===== src/rtl/nn_inference_sequencer.sv =====
// Sequences the NeuralNetwork datapath over the on-chip sample memory.
// It runs one sample or a sweep of all samples, waits for the network's
// maxValid, and compares each maxIndex with the stored label. Pass and total
// counters feed the board display.
module nn_inference_sequencer #(
  parameter int inputMemSize  = 16,
  parameter int addressWidth  = $clog2(inputMemSize),
  parameter int timeoutCycles = 65536,
  parameter int countWidth    = 16
) (
  input  logic                    clk,
  input  logic                    reset_n,
  input  logic                    start,
  input  logic                    abort,
  input  logic                    sweep,
  input  logic [addressWidth-1:0] sel_addr,
  input  logic [3:0]              label_in,
  output logic [addressWidth-1:0] mem_addr,
  output logic                    nn_valid,
  input  logic                    nn_out_valid,
  input  logic                    max_valid,
  input  logic [3:0]              max_index,
  output logic [3:0]              result_index,
  output logic                    result_match,
  output logic [countWidth-1:0]   pass_count,
  output logic [countWidth-1:0]   total_count,
  output logic                    busy,
  output logic                    done,
  output logic                    error
);

  localparam int TmoWidth = (timeoutCycles > 2) ? $clog2(timeoutCycles) : 1;
  localparam logic [TmoWidth-1:0]     TmoLast  = TmoWidth'(timeoutCycles - 1);
  localparam logic [addressWidth-1:0] AddrLast = addressWidth'(inputMemSize - 1);
  localparam logic [countWidth-1:0]   CountMax = '1;

  typedef enum logic [2:0] {
    S_IDLE, S_FETCH, S_RUN, S_WAIT_MAX, S_CAPTURE, S_DONE
  } state_e;

  state_e                  state_q, state_d;
  logic                    start_q;
  logic                    sweep_q, sweep_d;
  logic [addressWidth-1:0] addr_q, addr_d;
  logic [3:0]              label_q, label_d;
  logic [3:0]              cap_q, cap_d;
  logic                    nn_valid_q, nn_valid_d;
  logic [3:0]              res_idx_q, res_idx_d;
  logic                    res_match_q, res_match_d;
  logic [countWidth-1:0]   pass_q, pass_d;
  logic [countWidth-1:0]   total_q, total_d;
  logic                    error_q, error_d;
  logic [TmoWidth-1:0]     tmo_q, tmo_d;
  logic                    start_edge;
  logic                    cap_match;

  // Next-state and datapath updates for the sequencer FSM.
  always_comb begin
    // NOTE: every variable gets a default first so no path leaves it unassigned and no latch is inferred.
    state_d     = state_q;
    sweep_d     = sweep_q;
    addr_d      = addr_q;
    label_d     = label_q;
    cap_d       = cap_q;
    nn_valid_d  = nn_valid_q;
    res_idx_d   = res_idx_q;
    res_match_d = res_match_q;
    pass_d      = pass_q;
    total_d     = total_q;
    error_d     = error_q;
    tmo_d       = tmo_q;
    start_edge  = start & ~start_q;
    cap_match   = (cap_q == label_q);

    if (abort && (state_q != S_IDLE)) begin
      // Abort beats a start edge or a network response in the same cycle.
      state_d    = S_IDLE;
      nn_valid_d = 1'b0;
    end else begin
      case (state_q)
        S_IDLE, S_DONE: begin
          if (start_edge) begin
            sweep_d     = sweep;
            addr_d      = sweep ? '0 : sel_addr;
            pass_d      = '0;
            total_d     = '0;
            error_d     = 1'b0;
            res_match_d = 1'b0;
            state_d     = S_FETCH;
          end
        end
        S_FETCH: begin
          // Memory data for the new address is valid by the end of this cycle.
          label_d    = label_in;
          nn_valid_d = 1'b1;
          tmo_d      = '0;
          state_d    = S_RUN;
        end
        S_RUN: begin
          tmo_d = tmo_q + 1'b1;
          if (nn_out_valid) begin
            nn_valid_d = 1'b0;
            if (max_valid) begin
              cap_d   = max_index;
              state_d = S_CAPTURE;
            end else begin
              state_d = S_WAIT_MAX;
            end
          end else if (tmo_q == TmoLast) begin
            error_d    = 1'b1;
            nn_valid_d = 1'b0;
            state_d    = S_DONE;
          end
        end
        S_WAIT_MAX: begin
          tmo_d = tmo_q + 1'b1;
          if (max_valid) begin
            cap_d   = max_index;
            state_d = S_CAPTURE;
          end else if (tmo_q == TmoLast) begin
            error_d = 1'b1;
            state_d = S_DONE;
          end
        end
        S_CAPTURE: begin
          res_idx_d   = cap_q;
          res_match_d = cap_match;
          if (total_q != CountMax) total_d = total_q + 1'b1;
          if (cap_match && (pass_q != CountMax)) pass_d = pass_q + 1'b1;
          if (sweep_q && (addr_q != AddrLast)) begin
            addr_d  = addr_q + 1'b1;
            state_d = S_FETCH;
          end else begin
            state_d = S_DONE;
          end
        end
        default: state_d = S_IDLE;
      endcase
    end
  end

  // State and datapath registers; everything clears on reset.
  always_ff @(posedge clk or negedge reset_n) begin
    if (!reset_n) begin
      state_q     <= S_IDLE;
      start_q     <= 1'b0;
      sweep_q     <= 1'b0;
      addr_q      <= '0;
      label_q     <= '0;
      cap_q       <= '0;
      nn_valid_q  <= 1'b0;
      res_idx_q   <= '0;
      res_match_q <= 1'b0;
      pass_q      <= '0;
      total_q     <= '0;
      error_q     <= 1'b0;
      tmo_q       <= '0;
    end else begin
      // NOTE: non-blocking assignments so every register samples pre-edge values.
      state_q     <= state_d;
      start_q     <= start;
      sweep_q     <= sweep_d;
      addr_q      <= addr_d;
      label_q     <= label_d;
      cap_q       <= cap_d;
      nn_valid_q  <= nn_valid_d;
      res_idx_q   <= res_idx_d;
      res_match_q <= res_match_d;
      pass_q      <= pass_d;
      total_q     <= total_d;
      error_q     <= error_d;
      tmo_q       <= tmo_d;
    end
  end

  assign mem_addr     = addr_q;
  assign nn_valid     = nn_valid_q;
  assign result_index = res_idx_q;
  assign result_match = res_match_q;
  assign pass_count   = pass_q;
  assign total_count  = total_q;
  assign error        = error_q;
  assign done         = (state_q == S_DONE);
  assign busy         = (state_q != S_IDLE) && (state_q != S_DONE);

endmodule


===== config.mk =====
export PLATFORM = sky130hd
export DESIGN_NAME = nn_inference_sequencer
export DESIGN_NICKNAME = d
export VERILOG_FILES = /design/src/rtl/nn_inference_sequencer.sv
export SDC_FILE = /design/constraint.sdc
export NUM_CORES = 1
export LEC_CHECK = 0
export ABC_CLOCK_PERIOD_IN_PS = 3700
export BUFFER_PORTS_ARGS = -buffer_cell sky130_fd_sc_hd__buf_2
export CORE_MARGIN = 3
export CORE_UTILIZATION = 47
export CTS_CLUSTER_SIZE = 16
export DETAILED_ROUTE_END_ITERATION = 8
export PLACE_DENSITY = 0.69
export SETUP_SLACK_MARGIN = 0.2
export SLEW_MARGIN = 10
export SYNTH_ARGS = -nofsm -noshare
export SYNTH_HDL_FRONTEND = slang
export SYNTH_SLANG_ARGS = --single-unit

===== constraint.sdc =====
create_clock -name clk -period 3.7 [get_ports clk]
set_input_delay 0.555 -clock clk [delete_from_list [all_inputs] [get_ports clk]]
set_output_delay 0.555 -clock clk [all_outputs]
set_load 0.02 [all_outputs]

==> After elaboration in Yosys (flattened, before gate mapping) <==
Cells that the tools add are included.
{ "op_classes": {"n_addsub": 4, "eq_ne": 20, "mux": 31, "n_bitwise": 3, "reduce_logical": 24} }
{ "ops": {"columns": ["op", "count"], "rows": [
  ["$pmux 16 s2", 3],
  ["$add 16x1->16 const B", 3],
  ["$mux 16", 3],
  ["$ne 16x16->1 const B", 2],
  ["$mux 3", 7],
  ["$mux 4", 5],
  ["$eq 16x16->1 const B", 1],
  ["$pmux 4 s2", 2],
  ["$pmux 3 s5", 1],
  ["$ne 2x2->1 const B", 7],
  ["$reduce_and 4->1", 3],
  ["$reduce_and 3->1", 3],
  ["$reduce_bool 3->1", 3],
  ["$ne 4x4->1 const B", 2],
  ["$reduce_and 2->1", 4],
  ["$mux 1", 7],
  ["$eq 3x2->1 const B", 2],
  ["$eq 3x3->1 const B", 2],
  ["$ne 3x3->1 const B", 2],
  ["$reduce_bool 2->1", 3],
  ["$reduce_and 5->1", 1],
  ["$add 4x1->4 const B", 1],
  ["$eq 4x4->1", 1],
  ["$logic_and 1x1->1", 4],
  ["7 further kinds", 10]
]} }
{ "word_totals": {"ff_bits": 72, "input_bits": 19, "out_inout_bits": 45, "elab_cells": 95} }

==> Longest topological paths before layout <==
{ "depth": {"word_depth": 5, "ltp_mapped": 10, "mapped_depth_nobuf": 7} }

==> Least setup slack after synthesis <==
Ideal clock, no wire load.
{ "synth_timing": {"path_kind": "register to register", "start": "register state_q[0]", "end": "register pass_q[14] (netlist: pass_count[14])", "setup_time_ns": 0.078, "arrival_ns": 2.382, "required_time_ns": 3.622, "slack_ns": 1.240, "path_stages_with_launch": 11, "period_less_slack_ns": 2.460, "cell_sequence": "dfrtp_1 buf_6 nor2b_1 or3_1 clkbuf_1 and4_1 buf_6 or3_4 buf_6 or3_1 a21oi_1"} }
{ "synth_between": {"elab_chain_cells": 4, "word_cells_on_any_way": 12, "cone_classes": "4 x eq/ne; 1 x mux; 1 x bitwise; 6 x reduce/logical"} }
{ "synth_rtl": {"columns": ["element", "line", "text"], "rows": [
  ["from (decl)", "41", "state_e state_q, state_d;"],
  ["from (signal assigned)", "160", "state_q <= state_d;"],
  ["$eq 3x3->1 (tied with other cells)", "80", "case (state_q)"],
  ["$reduce_or 2->1 or $logic_and 1x1->1 (tied branches)", "80, 75", null],
  ["$ne 2x2->1 (no line) (tied with other cells)", null, null],
  ["$reduce_and 4->1 (no line)", null, null],
  ["to (signal assigned)", "169", "pass_q <= pass_d;"],
  ["to (decl)", "50", "logic [countWidth-1:0] pass_q, pass_d;"]
]} }
Several ways; a longest one is shown, not always the timed one.
A chain may end at the register's enable or synchronous reset.

==> Worst setup path after layout <==
{ "layout_timing": {"start": "register state_q[0]", "end": "register pass_q[13] (netlist: pass_count[13])"} }
The elaborated chain is that of the path after synthesis.

==> reports/metrics.yaml <==
slew-limit-headroom_pct: 43.4
cts_tree: "done"
drv_slew: 0
status: "finished, final reports clean"
drtPass1Iterations: 4
fp.dieH_um: 95.5
fill_cells: 724
grt_pass1_vias: 3115
syn-num-nets: 420
synth.distinct_cells: 50
cts_sinks: 72
worstPathRequired_ns: 3.94
setup.worst_path.class: "flop to flop"
p_total_mw: 2.31
std_cell_rows: 32
drc: 0
crit_path_end_kind: "flop"
fin_setup_tns_ns: 0
avgSynthCellArea_um2: 9.48
start_util_pct: 48.5
syn_to_final_growth_pct: 16.5
drive_above_1_share_pct: 22.2
hpwlAfterDp_um: 6210
antenna_found_initial: 0
ys.flop_type: "dfrtp_1"
synth_compound_area_share_pct: 11.7
fin_crit_ns: 2.77
synth_area_leaders: "dfrtp_1 (48%), xnor2_1 (5.6%), nor2_1 (5.1%)"
cellPowerDensity_nw_per_um2: 527
async_flop_share_pct: 100
die_area_um2: 9120
fmax_mhz: 362
cp.arrival_ns: 3.00
die_w_um: 95.5
finalHoldViolCount: 0
synth_xor_area_share_pct: 7.91
grt_usage_pct: 20.4
cts_root_buf: "clkbuf_8"
hold_path_class: "primary input to asynchronous set/reset pin"
crit_path_start_kind: "flop"
ys_ff_latch: 72
synth_cells: 397
yosysTopAreaCellShare_pct: 47.9
synth.cell_area_um2: 3760
routedWlPerCell_um: 15.3
path_clk_slew_ns: 0.08
r2r_setup_slack_ns: 0.93
fin_skew_ns: 0.0113
layout.nets: 483
tightest_slew_ns: 0.849
synth-simple-area-share_pct: 24.2
synth_top_family_by_area: "simple AND/OR/NAND/NOR gates"
numCtsBuffers: 9
yosys.area_share.adder_pct: 1.33
ir_drop_uv: 241
ios: 64
fin_crit_sh_pct: 74.8
reg2reg_depth: 5
r2r_end: "pass_count[13]$_DFFE_PN0P_"
cts_setup_buffers: 0
utilization_pct: 56.4
htree_num_levels: 3
vias: 3166
synthMuxAreaShare_pct: 3.86
yosysWarnings: 0
grt_setup_unrepaired: "false"
leakage_nw: 2.03
max_cap_violations: 0
drtAntennaViolNets: 0
port_buffers: 63
worst-path-max-fanout: 17
grt_pass1_wl_um: 14700
synth-edff-count: 0
vias_per_cell: 5.58
clk_path_buf_depth: 2
ys_seq_area_share_pct: 47.9
wirelength_um: 8650
dpl_worst_slack_ns: 0.969
coreArea_um2: 7770
grt.overflow.total: 0
synth_top_area_cell: "dfrtp_1"
crit_path_start: "state_q[0]$_DFFE_PN0P_"
cts_hold_buffers: 0
drtIter0Drc: 187
ctsResizeCount: 0
setup_viol: 0
reg2reg_from: "state_q[0]$_DFFE_PN0P_"
grt_max_degree: 38
clkLatencyLatePin_ns: 0.35
antenna_cells: 0
setup_slack_ns: 0.934
gp_congestion: 0.871
## power breakdown
part           switching [mW]  total, mW  internal [mW]
Combinational           0.380      0.630          0.250
Clock                   0.300      0.632          0.332
Sequential              0.143       1.05          0.906
Total                   0.824       2.31           1.49
## cells in the mapped netlist (3+ instances only)
library cell and number:
mux2_2 12, inv_1 7, nor4_1 8, and4_1 5, nand2b_1 3, or3_1 9
nor2b_1 6, o21ai_0 18, dfrtp_1 72, nand3_1 24, xor2_1 10, nor3b_1 4
nand2_1 36, ha_1 4, nor2_1 51, a21oi_1 22, buf_6 3, nand4_1 7
nor3_1 13, xnor2_1 24, and3_1 5, clkbuf_1 13
## registers in the layout (all words and copies together), names as in the netlist
name	count
sweep_q	1
tmo_q	16
error	1
total_count	16
result_match	1
state_q	3
result_index	4
start_q	1
mem_addr	4
label_q	4
cap_q	4
pass_count	16
nn_valid	1
## placed cells by master, fill, tap and decap left out, types with 12 or more instances in the layout
cell / synthesis / layout
a21oi_1: 22 / 22
buf_2: 2 / 63
dfrtp_1: 72 / 72
mux2_2: 12 / 12
nand2_1: 36 / 36
nand3_1: 24 / 24
nor2_1: 51 / 51
nor3_1: 13 / 13
o21ai_0: 18 / 18
xnor2_1: 24 / 24
## kinds of logic (layout without fill, tap and decap cells)
kind of cell | after synthesis | in the layout
multiplexers | 13 | 13
AND/OR/NAND/NOR | 182 | 182
adder cells (fa/ha/maj) | 4 | 4
buffers and inverters | 25 | 93
flip-flops | 72 | 72
XOR/XNOR | 34 | 34
AO/OA/AOI/OAI | 67 | 67
## worst max path at each step
stage | endpoint | slack, ns | cells after the start
detailed placement | pass_count[15]$_DFFE_PN0P_ | 0.97 | 5
global route | pass_count[13]$_DFFE_PN0P_ | 0.67 | 5
global placement | pass_count[2]$_DFFE_PN0P_ | 1.06 | 5
finish | pass_count[13]$_DFFE_PN0P_ | 0.93 | 5
CTS | pass_count[13]$_DFFE_PN0P_ | 0.95 | 5
floorplan | pass_count[14]$_DFFE_PN0P_ | 1.24 | 10
## critical path: stages (launching register included)
cell and delay [ns]:
dfrtp_1 0.56, or3b_1 0.64, o31a_1 0.46, nor3_1 0.59, a31oi_1 0.17, a41o_1 0.23
## cell type report
type	count	area (um2)	area share, %
timing repair buffer	70	380	8.68
tap	102	128	2.91
sequential	72	1800	41.1
multi-input combinational	300	1850	42.2
clock buffer	12	145	3.31
inverter	7	26.3	0.599
clock inverter	4	53.8	1.23
## layer usage
layer	GRT usage, %	share of wire, %
met5	0	0
met4	8.53	2.0
met3	3.79	4.4
met2	31.8	47
met1	28.1	46
## stage by stage
step           std cells  hold WS (ns)  instance area, um2
2_1_floorplan        397         0.259                3760
3_3_place_gp         551         0.475                4190
3_5_place_dp         551         0.474                4190
4_1_cts              567         0.325                4380
5_1_grt              567         0.350                4380
6_report             567         0.308                4380
No activity file was read; power rests on OpenSTA's default activity.
